**src/rtl/padded_window_addr_gen.sv**
```systemverilog
// Raster-scan tap address generator over a runtime zero-padded frame.
// Emits KSIZE vertical taps per padded column per window row; pad taps are flagged.
module padded_window_addr_gen #(
  parameter int IMG_W   = 64,
  parameter int IMG_H   = 64,
  parameter int KSIZE   = 3,
  parameter int PAD_W   = 4,
  parameter int COORD_W = 8,
  parameter int ADDR_W  = 13
) (
  input  logic              clk,
  input  logic              rst,
  input  logic              start,
  input  logic [PAD_W-1:0]  pad_x,
  input  logic [PAD_W-1:0]  pad_y,
  output logic              busy,
  output logic              done,
  output logic              m_valid,
  input  logic              m_ready,
  output logic [ADDR_W-1:0] m_addr,
  output logic              m_pad,
  output logic [2:0]        m_tap,
  output logic              m_col_last,
  output logic              m_last
);

  typedef enum logic [1:0] {IDLE, RUN, DONE} state_t;

  typedef struct packed {
    logic [ADDR_W-1:0] addr;
    logic              pad;
    logic [2:0]        tap;
    logic              col_last;
    logic              last;
  } beat_t;

  // Geometry is evaluated in 32-bit ints so pad/range tests never wrap.
  function automatic beat_t calc_beat(input logic [COORD_W-1:0] px,
                                      input logic [COORD_W-1:0] py,
                                      input logic [2:0]         t,
                                      input logic [PAD_W-1:0]   pxl,
                                      input logic [PAD_W-1:0]   pyl);
    beat_t b;
    int x, r, ox, oy, pw, ph;
    x  = int'(px);
    r  = int'(py) + int'(t);
    ox = int'(pxl);
    oy = int'(pyl);
    pw = IMG_W + 2 * ox;
    ph = IMG_H + 2 * oy;
    b.pad      = (x < ox) || (x >= ox + IMG_W) || (r < oy) || (r >= oy + IMG_H);
    b.addr     = b.pad ? '0 : ADDR_W'((r - oy) * IMG_W + (x - ox));
    b.tap      = t;
    b.col_last = (int'(t) == KSIZE - 1);
    b.last     = (x == pw - 1) && (int'(py) == ph - KSIZE) && b.col_last;
    return b;
  endfunction

  state_t             state_q, state_d;
  logic [COORD_W-1:0] px_q, px_d, py_q, py_d, px_nx, py_nx;
  logic [2:0]         t_q, t_d, t_nx;
  logic [PAD_W-1:0]   padx_q, padx_d, pady_q, pady_d;
  logic               vld_q, vld_d;
  beat_t              beat_q, beat_d;

  always_comb begin
    t_nx  = t_q + 3'd1;
    px_nx = px_q;
    py_nx = py_q;
    if (int'(t_q) == KSIZE - 1) begin
      t_nx = '0;
      if (int'(px_q) == IMG_W + 2 * int'(padx_q) - 1) begin
        px_nx = '0;
        py_nx = py_q + COORD_W'(1);
      end else begin
        px_nx = px_q + COORD_W'(1);
      end
    end
  end

  always_comb begin
    state_d = state_q;
    px_d    = px_q;
    py_d    = py_q;
    t_d     = t_q;
    padx_d  = padx_q;
    pady_d  = pady_q;
    vld_d   = vld_q;
    beat_d  = beat_q;
    case (state_q)
      IDLE: if (start) begin
        padx_d  = pad_x;
        pady_d  = pad_y;
        px_d    = '0;
        py_d    = '0;
        t_d     = '0;
        vld_d   = 1'b1;
        beat_d  = calc_beat('0, '0, '0, pad_x, pad_y);
        state_d = RUN;
      end
      RUN: if (vld_q && m_ready) begin
        if (beat_q.last) begin
          vld_d   = 1'b0;
          state_d = DONE;
        end else begin
          px_d   = px_nx;
          py_d   = py_nx;
          t_d    = t_nx;
          beat_d = calc_beat(px_nx, py_nx, t_nx, padx_q, pady_q);
        end
      end
      DONE:    state_d = IDLE;
      default: state_d = IDLE;
    endcase
  end

  always_ff @(posedge clk) begin
    if (rst) begin
      state_q <= IDLE;
      px_q    <= '0;
      py_q    <= '0;
      t_q     <= '0;
      padx_q  <= '0;
      pady_q  <= '0;
      vld_q   <= 1'b0;
      beat_q  <= '0;
    end else begin
      state_q <= state_d;
      px_q    <= px_d;
      py_q    <= py_d;
      t_q     <= t_d;
      padx_q  <= padx_d;
      pady_q  <= pady_d;
      vld_q   <= vld_d;
      beat_q  <= beat_d;
    end
  end

  assign busy       = (state_q == RUN);
  assign done       = (state_q == DONE);
  assign m_valid    = vld_q;
  assign m_addr     = beat_q.addr;
  assign m_pad      = beat_q.pad;
  assign m_tap      = beat_q.tap;
  assign m_col_last = beat_q.col_last;
  assign m_last     = beat_q.last;

endmodule
```
**config.mk**
```make
export PLATFORM = sky130hd
export DESIGN_NAME = padded_window_addr_gen
export DESIGN_NICKNAME = d
export VERILOG_FILES = /design/src/rtl/padded_window_addr_gen.sv
export SDC_FILE = /design/constraint.sdc
export NUM_CORES = 1
export LEC_CHECK = 0
export BUFFER_PORTS_ARGS = -buffer_cell sky130_fd_sc_hd__buf_2
export CAP_MARGIN = 20
export CORE_MARGIN = 1
export CORE_UTILIZATION = 50
export DETAILED_ROUTE_END_ITERATION = 6
export PLACE_DENSITY_LB_ADDON = 0.3
export SLEW_MARGIN = 10
export SYNTH_ARGS = -nofsm -noshare
export SYNTH_HDL_FRONTEND = slang
export SYNTH_SLANG_ARGS = --single-unit
```
**constraint.sdc**
```tcl
create_clock -name clk -period 13.8 [get_ports clk]
set_input_delay 0.69 -clock clk [delete_from_list [all_inputs] [get_ports clk]]
set_output_delay 0.69 -clock clk [all_outputs]
set_load 0.05 [all_outputs]
```
======== After elaboration in Yosys (flattened, before gate mapping) ========
Index checks and enable logic that the tools add are counted.
word-level totals
  output and inout port bits .............. 22
  register bits after elaboration ......... 49
  word-level logic and storage cells ...... 95
  input port bits ......................... 12
operators by class
  $add $sub $neg .......................... 18
  $lt $le $gt $ge ......................... 8
  reduce and logical (&&, ||, !) cells .... 16
  multiplexer cells ....................... 30
  equal/unequal tests ..................... 11
operators by type and width
  cell                 number
  $mux 8               9
  $mux 19              3
  $pmux 19 s2          1
  $add 4x7->8 const B  4
  $pmux 8 s2           2
  $eq 9x9->1           3
  $mux 13              2
  $add 7x5->8 const A  2
  $add 8x1->8 const B  2
  $ge 1x8->1 const A   2
  $add 13x9->13        1
  $add 11x5->12        1
  $mux 3               4
  $sub 1x4->5 const A  2
  $add 8x3->9          1
  $ge 9x8->1           1
  $lt 9x4->1           1
  $sub 8x1->9 const B  1
  $sub 8x2->9 const B  1
  $sub 8x4->9          1
  $ge 8x8->1           1
  $lt 1x4->1 const A   2
  $lt 8x4->1           1
  $reduce_and 4->1     2
  other kinds (18)     33

======== Logic depth before layout (Yosys ltp) ========
  depth after elaboration ................. 13
  gate-level depth with buffers ........... 27

======== Least setup slack after synthesis ========
Ideal clock, no wire load.
  path type ............................... register -> register
  start ................................... register padx_q[0]
  end ..................................... register beat_q (netlist bit m_addr[12])
  period minus slack after synthesis ...... 5,692 ps
  setup slack ............................. 8,108 ps
  arrival time ............................ 5,560 ps
  buffers on the path ..................... 2
  cell stages (with the launch flop) ...... 23
  cell sequence ........................... dfxtp_1 -> buf_6 -> or3_1 -> or4b_4 -> a32oi_2 -> and2_0 -> clkbuf_1 -> mux2i_1 -> inv_1 -> fa_1 -> a21oi_1 -> or3_1 -> o21ai_0 -> mux2_2 -> a2111o_1 -> nand2b_1 -> a31o_2 -> ha_1 -> a21oi_1 -> xnor2_1 -> xnor3_1 -> nand3_1 -> a21oi_1
on the way
  longest elaborated chain between the ends .. 13
RTL lines
  item                                                                   RTL line  source
  from (decl)                                                            62        logic [PAD_W-1:0] padx_q, padx_d, pady_q, pady_d;
  from (signal assigned)                                                 132       padx_q <= padx_d;
  parallel branches: the longest is 9 deep, another holds $add 13x9->13  n/a
  $mux 13 (*)                                                            52        b.addr = b.pad ? '0 : ADDR_W'((r - oy) * IMG_W + (x - ox));
  $mux 19 (*)                                                            102       if (beat_q.last) begin
  $mux 19 (*)                                                            101       RUN: if (vld_q && m_ready) begin
  $pmux 19 s2 (*)                                                        90        case (state_q)
  to (signal assigned)                                                   135       beat_q <= beat_d;
  to (decl)                                                              64        beat_t beat_q, beat_d;
Mark *: on every way between the ends. The select of a mux whose other input is x is not followed.
A chain may end at the register's enable or synchronous reset.

======== Final worst setup path ========
Same ends and word-level chain as after synthesis.

==> out/summary.txt <==
Run status -> completed
Max Slew Vio Count -> 0
Pwr/cell area -> 80.5 nW/µm²
Initial DRC Count -> 318
Grt ovf -> 0
Final core utilization -> 0.554
DR DRC count -> 0
Final WS setup -> 7.51 ns
Via density -> 6.10
Seq/Total Area, Yosys -> 0.233
Drt total wl -> 11600 µm
Unrepaired setup endpoints after global routing -> false
Number of flops mapped to enable cells by yosys -> 0
Met2 wire len -> 5460 µm
Synth-to-layout area growth -> 7.48%
Die Ht -> 93.8 µm
Post-DP HPWL -> 8590 µm
Synth top area share -> 0.233
Worst-path maximum fanout -> 9
Antenna Cells -> 0
First-pass GRT wire length -> 19300 µm
Initial Util -> 0.516
CTS root buf -> clkbuf_8
Met3 WL -> 578 µm
CP Class -> reg -> reg
Post-synthesis async set-or-reset flop share -> 0
Design Area, Final -> 4530 µm²
YS warnings -> 0
Top cells by area, synth -> dfxtp_1 (23%), ha_1 (9.2%), a21oi_1 (6.9%), xnor2_1 (5.8%), nand2_1 (5.8%)
Routability congestion estimate -> 0.931
Core Rows -> 33
Critical Path RT -> 13.97 ns
Worst relative slew slack -> 0.363
Part of the cycle the worst path needs -> 0.456
Main synth FF type -> dfxtp_1
Metal-1 WL -> 5180 µm
# hold bufs at CTS -> 0
CTS tree -> built
Launching element type of the critical path -> register
Maximum vdd drop -> 50.6 µV
Post-CTS Resized -> 0
Syn Std Cell Area -> 4220 µm²
Least-Margin Pin Slew -> 0.956 ns
Antenna violations before repair -> 0
Layout cells sized above 1 -> 0.106
Most common cell after layout, fill and taps aside -> nand2_1
Clock Pin Slew Worst Setup and Hold Paths -> 0.11 ns
Largest net degree at the start of global routing -> 50
Via count -> 4086
Setup WS pre-CTS -> 7.56 ns
Cell taking the most area after synthesis -> dfxtp_1
FF+latch count, synth -> 49
Post-route ant nets -> 0
Net Count, Synth -> 598
Leakage -> 1.85 nW
Gr usage total -> 0.280
Number of CTS-inserted buffers -> 5
# fillers -> 783
Deepest clock path buffer count -> 2
Worst-Skew Late Latency -> 0.32 ns
Number of global-route vias before repair -> 3968
Clock Skew -> 0.00816 ns
Fmax -> 0.159 GHz
Final Hold Viols -> 0
HP Class -> reg -> reg
Max cap viols -> 0
Placement Cell Area -> 4420 µm²
Area of the core -> 8180 µm²
Synthesized instance count -> 550
H-tree depth -> 2
Post-CTS Setup Inserts -> 0
Crit path DAT -> 6.46 ns
Top sig layer -> met4
Minimum clock period after layout -> 6.29 ns
Final setup viols -> 0
CTS sink count -> 49
Yosys cell types -> 66
Drt pass-1 iters -> 5
Die width -> 93.8 µm
NumNets Final -> 612
Setup TNS -> 0 ns
Most frequent cells in the layout -> nand2_1 (65), a21oi_1 (58), dfxtp_1 (49)
I/O pins -> 34
Post-Syn Area per Cell -> 7.67 µm²
WL/cell -> 17.2 µm
CP Capture Type -> register
Port buffer count -> 33
Die area -> 8800 µm²
PnR Total Power -> 365 µW
## cell families (layout without fill, tap and decap cells)
| group | after synthesis | count (layout) | synth area share |
|---|---|---|---|
| multiplexers | 5 | 5 | 0.0125 |
| buffers and inverters | 55 | 70 | 0.0525 |
| AO/OA/AOI/OAI | 126 | 126 | 0.196 |
| XOR/XNOR | 55 | 55 | 0.119 |
| flip-flops | 49 | 49 | 0.233 |
| AND/OR/NAND/NOR | 224 | 224 | 0.272 |
| adder cells (fa/ha/maj) | 36 | 36 | 0.116 |
## power by group
part	switching [mW]	internal, mW
Clock	0.0601	0.0555
Combinational	0.0616	0.0388
Sequential	0.00398	0.145
Total	0.126	0.239
## state kept, by name, indices dropped and copies added, names as in the netlist
| signal | count |
|---|---|
| px_q | 8 |
| t_q | 3 |
| state_q | 2 |
| py_q | 8 |
| m_col_last | 1 |
| m_pad | 1 |
| m_valid | 1 |
| m_addr | 13 |
| m_last | 1 |
| m_tap | 3 |
| padx_q | 4 |
| pady_q | 4 |
## metrics by stage
| step | std cells | hold WS [ns] |
|---|---|---|
| 6_report | 670 | 0.463 |
| 5_1_grt | 670 | 0.487 |
| 4_1_cts | 670 | 0.463 |
| 3_5_place_dp | 662 | 0.448 |
| 3_3_place_gp | 662 | 0.442 |
| 2_1_floorplan | 550 | 0.449 |
## cell usage after synthesis, types with 3 or more instances
cell       n
xnor2_1   28
a211oi_1   5
nand3_1   27
xor2_1    25
nor3_1    14
ha_1      31
a22oi_1    4
nand2b_1  12
nor3b_1    4
a21oi_1   58
nor4_1     4
nand2_1   65
nand4b_1   4
nor2b_1   11
inv_1     25
and4_1     3
a21o_1     9
nand4_1    6
and3_1     4
a32oi_1    4
nor2_1    46
o21ai_0   12
or4_1      5
mux2i_1    3
and2_1     3
a31oi_1    8
clkbuf_1  27
dfxtp_1   49
fa_1       5
## worst paths after layout
path / start / endpoint / slack, ns / cells past startpoint
min reg2reg: m_tap[0] / m_tap[0] / 0.46 / 2
min: m_tap[0] / m_tap[0] / 0.46 / 2
max: padx_q[0] / m_addr[12] / 7.51 / 20
max reg2reg: padx_q[0] / m_addr[12] / 7.51 / 20
## area by class of cell
class	instances	area, µm²	area share
Tap cell	105	131	0.0290
Multi-Input combinational cell	446	3010	0.665
Clock buffer	5	68.8	0.0152
Clock inverter	3	47.5	0.0105
Timing Repair Buffer	37	195	0.0431
Sequential cell	49	981	0.216
Inverter	25	93.8	0.0207
## critical path, cell delays in order, from the launching register on
cell	delay, ns
dfxtp_1	0.41
or3_1	0.44
or4b_4	0.50
a32oi_2	0.49
and2_0	0.40
mux2i_1	0.35
inv_1	0.13
fa_1	0.46
a21oi_1	0.48
or3_1	0.18
o21ai_0	0.11
mux2_2	0.29
a2111o_1	0.48
nand2b_1	0.18
a31o_2	0.25
ha_1	0.30
a21oi_1	0.16
xnor2_1	0.14
xnor3_1	0.23
nand3_1	0.09
a21oi_1	0.06
## routing by layer
metal | global-route usage | vias up
li1 | - | 1980
met1 | 0.364 | 1906
met2 | 0.468 | 165
met3 | 0.0372 | 35
met4 | 0.106 | 0
met5 | 0 | -
No activity file was read; power rests on OpenSTA's default activity.
